**src/rtl/mem_stage_waitstate.sv**
```systemverilog
// MEM pipeline stage: 32-bit data array with byte/half/word access, sign/zero extension,
// a programmable number of wait states and an address-fault check.
module mem_stage_waitstate #(
    parameter int unsigned ADDR_W      = 32,
    parameter int unsigned DEPTH       = 64,
    parameter int unsigned BASE_ADDR   = 1024,
    parameter int unsigned WAIT_CYCLES = 1
) (
    input  logic              clk,
    input  logic              rst,
    input  logic [ADDR_W-1:0] pc_in,
    input  logic              mem_read_in,
    input  logic              mem_write_in,
    input  logic [1:0]        size_in,
    input  logic              sign_ext_in,
    input  logic [ADDR_W-1:0] alu_res_in,
    input  logic [31:0]       val_rm_in,
    output logic [31:0]       data_mem_out,
    output logic [ADDR_W-1:0] pc_out,
    output logic              ready_out,
    output logic              fault_out
);

    localparam int unsigned       IdxW    = $clog2(DEPTH);
    localparam logic [ADDR_W-1:0] BaseA   = ADDR_W'(BASE_ADDR);
    localparam logic [ADDR_W-1:0] SpanA   = ADDR_W'(4 * DEPTH);
    localparam logic [3:0]        CntInit = 4'(WAIT_CYCLES - 1);

    typedef enum logic [1:0] {StIdle, StBusy, StDone} state_e;

    state_e state_q, state_d;

    logic [3:0]      cnt_q, cnt_d;
    logic [IdxW-1:0] idx_q, idx_d;
    logic [1:0]      lane_q, lane_d;
    logic [1:0]      size_q, size_d;
    logic            sign_q, sign_d;
    logic            wr_q, wr_d;
    logic [31:0]     wdata_q, wdata_d;
    logic [31:0]     rdata_q, rdata_d;

    logic [31:0] mem_q [DEPTH];

    logic              req;
    logic              fault;
    logic              start;
    logic              commit;
    logic [ADDR_W-1:0] off;
    logic [31:0]       rword;
    logic [31:0]       rshift;
    logic [31:0]       load_val;
    logic [31:0]       wdata_al;
    logic [3:0]        be;

    assign req    = mem_read_in | mem_write_in;
    assign off    = alu_res_in - BaseA;
    assign pc_out = pc_in;

    always_comb begin
        fault = 1'b0;
        if (mem_read_in && mem_write_in)                 fault = 1'b1;
        if (size_in == 2'b11)                            fault = 1'b1;
        if (size_in == 2'b01 && off[0])                  fault = 1'b1;
        if (size_in == 2'b10 && off[1:0] != 2'b00)       fault = 1'b1;
        if (alu_res_in < BaseA)                          fault = 1'b1;
        if (off >= SpanA)                                fault = 1'b1;
    end

    assign start  = (state_q == StIdle) && req && !fault;
    assign commit = (state_q == StBusy) && (cnt_q == 4'd0);

    // State register
    always_ff @(posedge clk or negedge rst) begin
        if (!rst) begin
            state_q <= StIdle;
        end else begin
            state_q <= state_d;
        end
    end

    // Next-state logic
    always_comb begin
        state_d = state_q;
        unique case (state_q)
            StIdle:  if (start)  state_d = StBusy;
            StBusy:  if (commit) state_d = StDone;
            StDone:  state_d = StIdle;
            default: state_d = StIdle;
        endcase
    end

    // Output logic
    always_comb begin
        ready_out    = 1'b1;
        fault_out    = 1'b0;
        data_mem_out = 32'd0;
        unique case (state_q)
            StIdle: begin
                ready_out = !start;
                fault_out = req && fault;
            end
            StBusy:  ready_out = 1'b0;
            StDone:  data_mem_out = rdata_q;
            default: ready_out = 1'b1;
        endcase
    end

    // Load path: select the addressed lane, then extend
    always_comb begin
        rword  = mem_q[idx_q];
        rshift = rword >> {lane_q, 3'b000};
        unique case (size_q)
            2'b00:   load_val = sign_q ? {{24{rshift[7]}}, rshift[7:0]}
                                       : {24'd0, rshift[7:0]};
            2'b01:   load_val = sign_q ? {{16{rshift[15]}}, rshift[15:0]}
                                       : {16'd0, rshift[15:0]};
            default: load_val = rword;
        endcase
    end

    // Store path: align data to its lanes and build byte enables
    always_comb begin
        wdata_al = wdata_q << {lane_q, 3'b000};
        unique case (size_q)
            2'b00:   be = 4'b0001 << lane_q;
            2'b01:   be = 4'b0011 << {lane_q[1], 1'b0};
            default: be = 4'b1111;
        endcase
    end

    always_comb begin
        cnt_d   = cnt_q;
        idx_d   = idx_q;
        lane_d  = lane_q;
        size_d  = size_q;
        sign_d  = sign_q;
        wr_d    = wr_q;
        wdata_d = wdata_q;
        rdata_d = rdata_q;
        if (start) begin
            cnt_d   = CntInit;
            idx_d   = off[IdxW+1:2];
            lane_d  = off[1:0];
            size_d  = size_in;
            sign_d  = sign_ext_in;
            wr_d    = mem_write_in;
            wdata_d = val_rm_in;
        end else if (state_q == StBusy) begin
            if (cnt_q != 4'd0) begin
                cnt_d = cnt_q - 4'd1;
            end else begin
                rdata_d = wr_q ? 32'd0 : load_val;
            end
        end
    end

    always_ff @(posedge clk or negedge rst) begin
        if (!rst) begin
            cnt_q   <= 4'd0;
            idx_q   <= '0;
            lane_q  <= 2'd0;
            size_q  <= 2'd0;
            sign_q  <= 1'b0;
            wr_q    <= 1'b0;
            wdata_q <= 32'd0;
            rdata_q <= 32'd0;
        end else begin
            cnt_q   <= cnt_d;
            idx_q   <= idx_d;
            lane_q  <= lane_d;
            size_q  <= size_d;
            sign_q  <= sign_d;
            wr_q    <= wr_d;
            wdata_q <= wdata_d;
            rdata_q <= rdata_d;
        end
    end

    // Array has no reset; an aborted access never reaches commit
    always_ff @(posedge clk) begin
        if (commit && wr_q) begin
            for (int b = 0; b < 4; b++) begin
                if (be[b]) mem_q[idx_q][8*b +: 8] <= wdata_al[8*b +: 8];
            end
        end
    end

endmodule
```
**config.mk**
```make
export PLATFORM = sky130hd
export DESIGN_NAME = mem_stage_waitstate
export DESIGN_NICKNAME = d
export VERILOG_FILES = /design/src/rtl/mem_stage_waitstate.sv
export SDC_FILE = /design/constraint.sdc
export NUM_CORES = 2
export LEC_CHECK = 0
export ABC_AREA = 1
export CORE_MARGIN = 2
export CORE_UTILIZATION = 50
export CTS_BUF_LIST = sky130_fd_sc_hd__clkbuf_8
export DETAILED_ROUTE_END_ITERATION = 10
export PLACE_DENSITY = 0.74
export SLEW_MARGIN = 0
export SYNTH_ARGS = -nofsm -noshare
export SYNTH_HDL_FRONTEND = slang
export SYNTH_SLANG_ARGS = --single-unit
```
**constraint.sdc**
```tcl
create_clock -name clk -period 4.2 [get_ports clk]
set_input_delay 1.05 -clock clk [delete_from_list [all_inputs] [get_ports clk]]
set_output_delay 1.05 -clock clk [all_outputs]
set_load 0.05 [all_outputs]
```
==> flow_summary.ini <==
[critical_path]
crit_path_start_kind = input pin
end_kind = output pin
ff2ff_path_depth = 6
rr_startpoint = idx_q[1]$_DFFE_PN0P_
cp.buffers_inverters = 5
worstPathMaxFanout = 4
path_class = input pin to output pin
crit_required_ns = 3.15
path_cells = clkdlybuf4s50_1, nor2_1, and2_4, nand3_4, nor2_4, buf_6, buf_4, nand4_1, nand2_1, nand3b_1, nor2_2, buf_4, a21oi_1, buf_4
critPathLaunch = alu_res_in[17]
cpMaxStageDelayCell = clkdlybuf4s50_1
cp_top_family = simple AND/OR/NAND/NOR gates
critPathArrivalTime_ns = 3.08
cp.depth = 14
cp_common_cell = buf_4
max_stage_delay_ns = 0.43

[timing]
relSlewSlack = 0.0472
fin_skew_ns = 0.0447
hold_viol_final = 0
hold_ws_ns = 0.208
setup_viol = 0
max_clock_freq_mhz = 242
drv_slew = 0
tns_ns = 0
worst_pin_slew_ns = 1.43
min_period_ns = 4.13
period_share = 0.984

[outcome]
status = completed

[yosys]
muxShareOfSynthArea = 0
synth_xor_area_frac = 0.000199
synth-main-ff-cell = edfxtp_1
synth_fp_nets = 8039
synth-simple-area-share = 0.190
seq_area_frac_synth = 0.723
synth_cells = 7935
synth_compound_area_frac = 0.0513
synth-edff-count = 2048
async_flop_share = 0.0385
synth_fa_ha_area_frac = 0.000142
netlist_area_mm2 = 0.0880
synth_seq_cells = 2130
ys_warn_count = 0
ys_types = 39
syn_avg_cell_area_um2 = 11.1
synth_top_family_by_area = simple AND/OR/NAND/NOR gates

[placement]
gp_congestion = 0.932
io_buffers = 104
post-dp-hpwl_um = 161000

[clocking]
clock_sinks = 2130
clk_path_buf_depth = 4
clk_pin_slew_ns = 0.06
cts_tree = built
cts_htree_levels = 5
numCtsBuffers = 343
root_buffer = clkbuf_8
clock_latency_ns = 1.04
hold_buffers = 0

[global_route]
grtUsageTotal = 0.291
grt_max_degree = 157
grt_pass1_vias = 60193
antenna_found_initial = 14
grt_pass1_wl_um = 384000
gr-total-overflow = 0

[die]
io-pin-count = 169
die_w_um = 423
die-area_mm2 = 0.179
die_h_um = 423
fp-row-count = 153
coreArea_mm2 = 0.174
start_util = 0.504

[job]
maxCapViolCount = 0

[final_layout]
drive_gt1_frac = 0.112
fillerInstances = 13673
synthToLayoutAreaGrowth_pct = 13.7
layout.nets = 8464

[pwr]
p_per_area_mw_per_mm2 = 391
p_leak_nw = 35.7
irDropWorstVdd_v = 0.000442
power_mw = 39.1

[route]
routedWlPerCell_um = 24.2
dr.first_iter.drc_count = 9767
drc = 0
drtPass1Iterations = 8
drt.antenna.violating_nets = 0
viasPerCell = 5.75
num_vias = 62850
routed_wl_um = 264000

[worst_hold_path]
min_path_type = input pin to async pin
metrics by stage:
step | setup slack [ns] | area (um2) | std cells | util
3_3_place_gp | -0.199 | 93900 | 10338 | 0.539
3_5_place_dp | -0.0840 | 93900 | 10338 | 0.539
2_1_floorplan | -0.187 | 88000 | 7935 | -
6_report | 0.0671 | 100000 | 10930 | 0.573
5_1_grt | -0.0275 | 100000 | 10924 | 0.573
4_1_cts | 0.00238 | 99900 | 10920 | 0.573
where the power goes:
part | switching (mW) | total (mW) | internal (mW)
Combinational | 0.0531 | 0.119 | 0.0659
Clock | 7.94 | 16.0 | 8.09
Sequential | 0.000000763 | 22.9 | 22.9
Total | 7.99 | 39.1 | 31.1
sequential cells by signal (all words and copies together), names as in the netlist:
register  cells
cnt_q         4
idx_q         6
lane_q        2
mem_q      2048
rdata_q      32
sign_q        1
size_q        2
state_q       2
wdata_q      32
wr_q          1
final timing paths:
path                                      endpoint  slack (ns)
max                                      fault_out        0.07
min                        rdata_q[12]$_DFFE_PN0P_        0.21
max reg2reg                mem_q[12][20]$_DFFE_PP_        0.25
min reg2reg                wdata_q[29]$_DFFE_PN0P_        0.48
max in group asynchronous     idx_q[0]$_DFFE_PN0P_        3.20
min in group clk           wdata_q[29]$_DFFE_PN0P_        0.48
Yosys cell counts, types with 4 or more instances:
cell | n | area, um2
or2_2 | 37 | 231
nand4_1 | 97 | 607
inv_2 | 7 | 26.3
a22o_1 | 16 | 140
nor3_1 | 9 | 45.0
a21oi_1 | 386 | 1930
o21ai_1 | 66 | 330
nor2_1 | 472 | 1770
o2111ai_1 | 9 | 78.8
buf_4 | 39 | 293
o21ai_0 | 183 | 916
clkbuf_1 | 182 | 683
nand3b_1 | 20 | 150
nor2_2 | 6 | 37.5
nor4_1 | 4 | 25.0
nand2_1 | 3440 | 12900
a22oi_1 | 101 | 758
o211ai_1 | 4 | 30.0
a221oi_1 | 31 | 272
buf_1 | 47 | 176
edfxtp_1 | 2048 | 61500
buf_2 | 199 | 996
or2_0 | 8 | 50.1
nand3_1 | 159 | 796
inv_1 | 266 | 998
dfrtp_1 | 82 | 2050
per-layer routing:
layer / wire length [um] / vias to the layer above / track usage / part of all wire
met5: 378 / - / 0.00672 / 0.0014
met4: 17400 / 32 / 0.179 / 0.066
met3: 36300 / 930 / 0.0915 / 0.14
met2: 118000 / 4226 / 0.439 / 0.45
met1: 91900 / 29952 / 0.366 / 0.35
li1: - / 27710 / - / -
layout by cell type (no fill, tap or decap), drive strengths merged:
| master | netlist | layout |
|---|---|---|
| nand2 | 3442 | 3442 |
| edfxtp | 2048 | 2048 |
| nor2 | 478 | 478 |
| buf | 285 | 446 |
| a21oi | 386 | 386 |
| inv | 273 | 382 |
| clkbuf | 182 | 352 |
| o21ai | 249 | 249 |
| nand3 | 161 | 161 |
| clkinv | 0 | 104 |
| a22oi | 101 | 101 |
| nand4 | 97 | 97 |
| clkdlybuf4s50 | 0 | 91 |
| dfrtp | 82 | 82 |
| or2 | 46 | 46 |
| a221oi | 31 | 31 |
| nand3b | 20 | 20 |
| a22o | 16 | 16 |
| diode | 0 | 10 |
| dlymetal6s2s | 0 | 10 |
| o2111ai | 9 | 9 |
| clkinvlp | 0 | 9 |
| nor3 | 9 | 9 |
| bufinv | 0 | 6 |
| o211ai | 4 | 4 |
| nor4 | 4 | 4 |
| and2 | 2 | 2 |
| and3 | 2 | 2 |
| xor2 | 2 | 2 |
| a211oi | 2 | 2 |
| o21bai | 1 | 1 |
| o31ai | 1 | 1 |
| a41oi | 1 | 1 |
| ha | 1 | 1 |
repair_timing:
item,in CTS,in global routing
endpoints found under the setup margin,34,2
gates resized for setup,7,17
pin swaps,4,14
setup buffers,2,0
layout make-up:
type,instances,area [um2],area share
multi-input combinational,5065,21700,0.217
tap,2325,2910,0.0291
sequential,2130,63600,0.636
timing repair buffer,547,4830,0.0483
inverter,273,1050,0.0105
antenna,10,25.0,0.000250
clock inverter,228,1090,0.0109
clock buffer,352,4840,0.0485
cell families (layout without fill, tap and decap cells):
logic type | after synthesis | after routing
and+or+nand+nor | 4261 | 4261
adders and majority gates | 1 | 1
xor gates and xnor gates | 2 | 2
DFF | 2130 | 2130
other | 0 | 10
buffers and inverters | 740 | 1400
AOI/OAI and AO/OA | 801 | 801
Power figures use the tool's default switching activity.
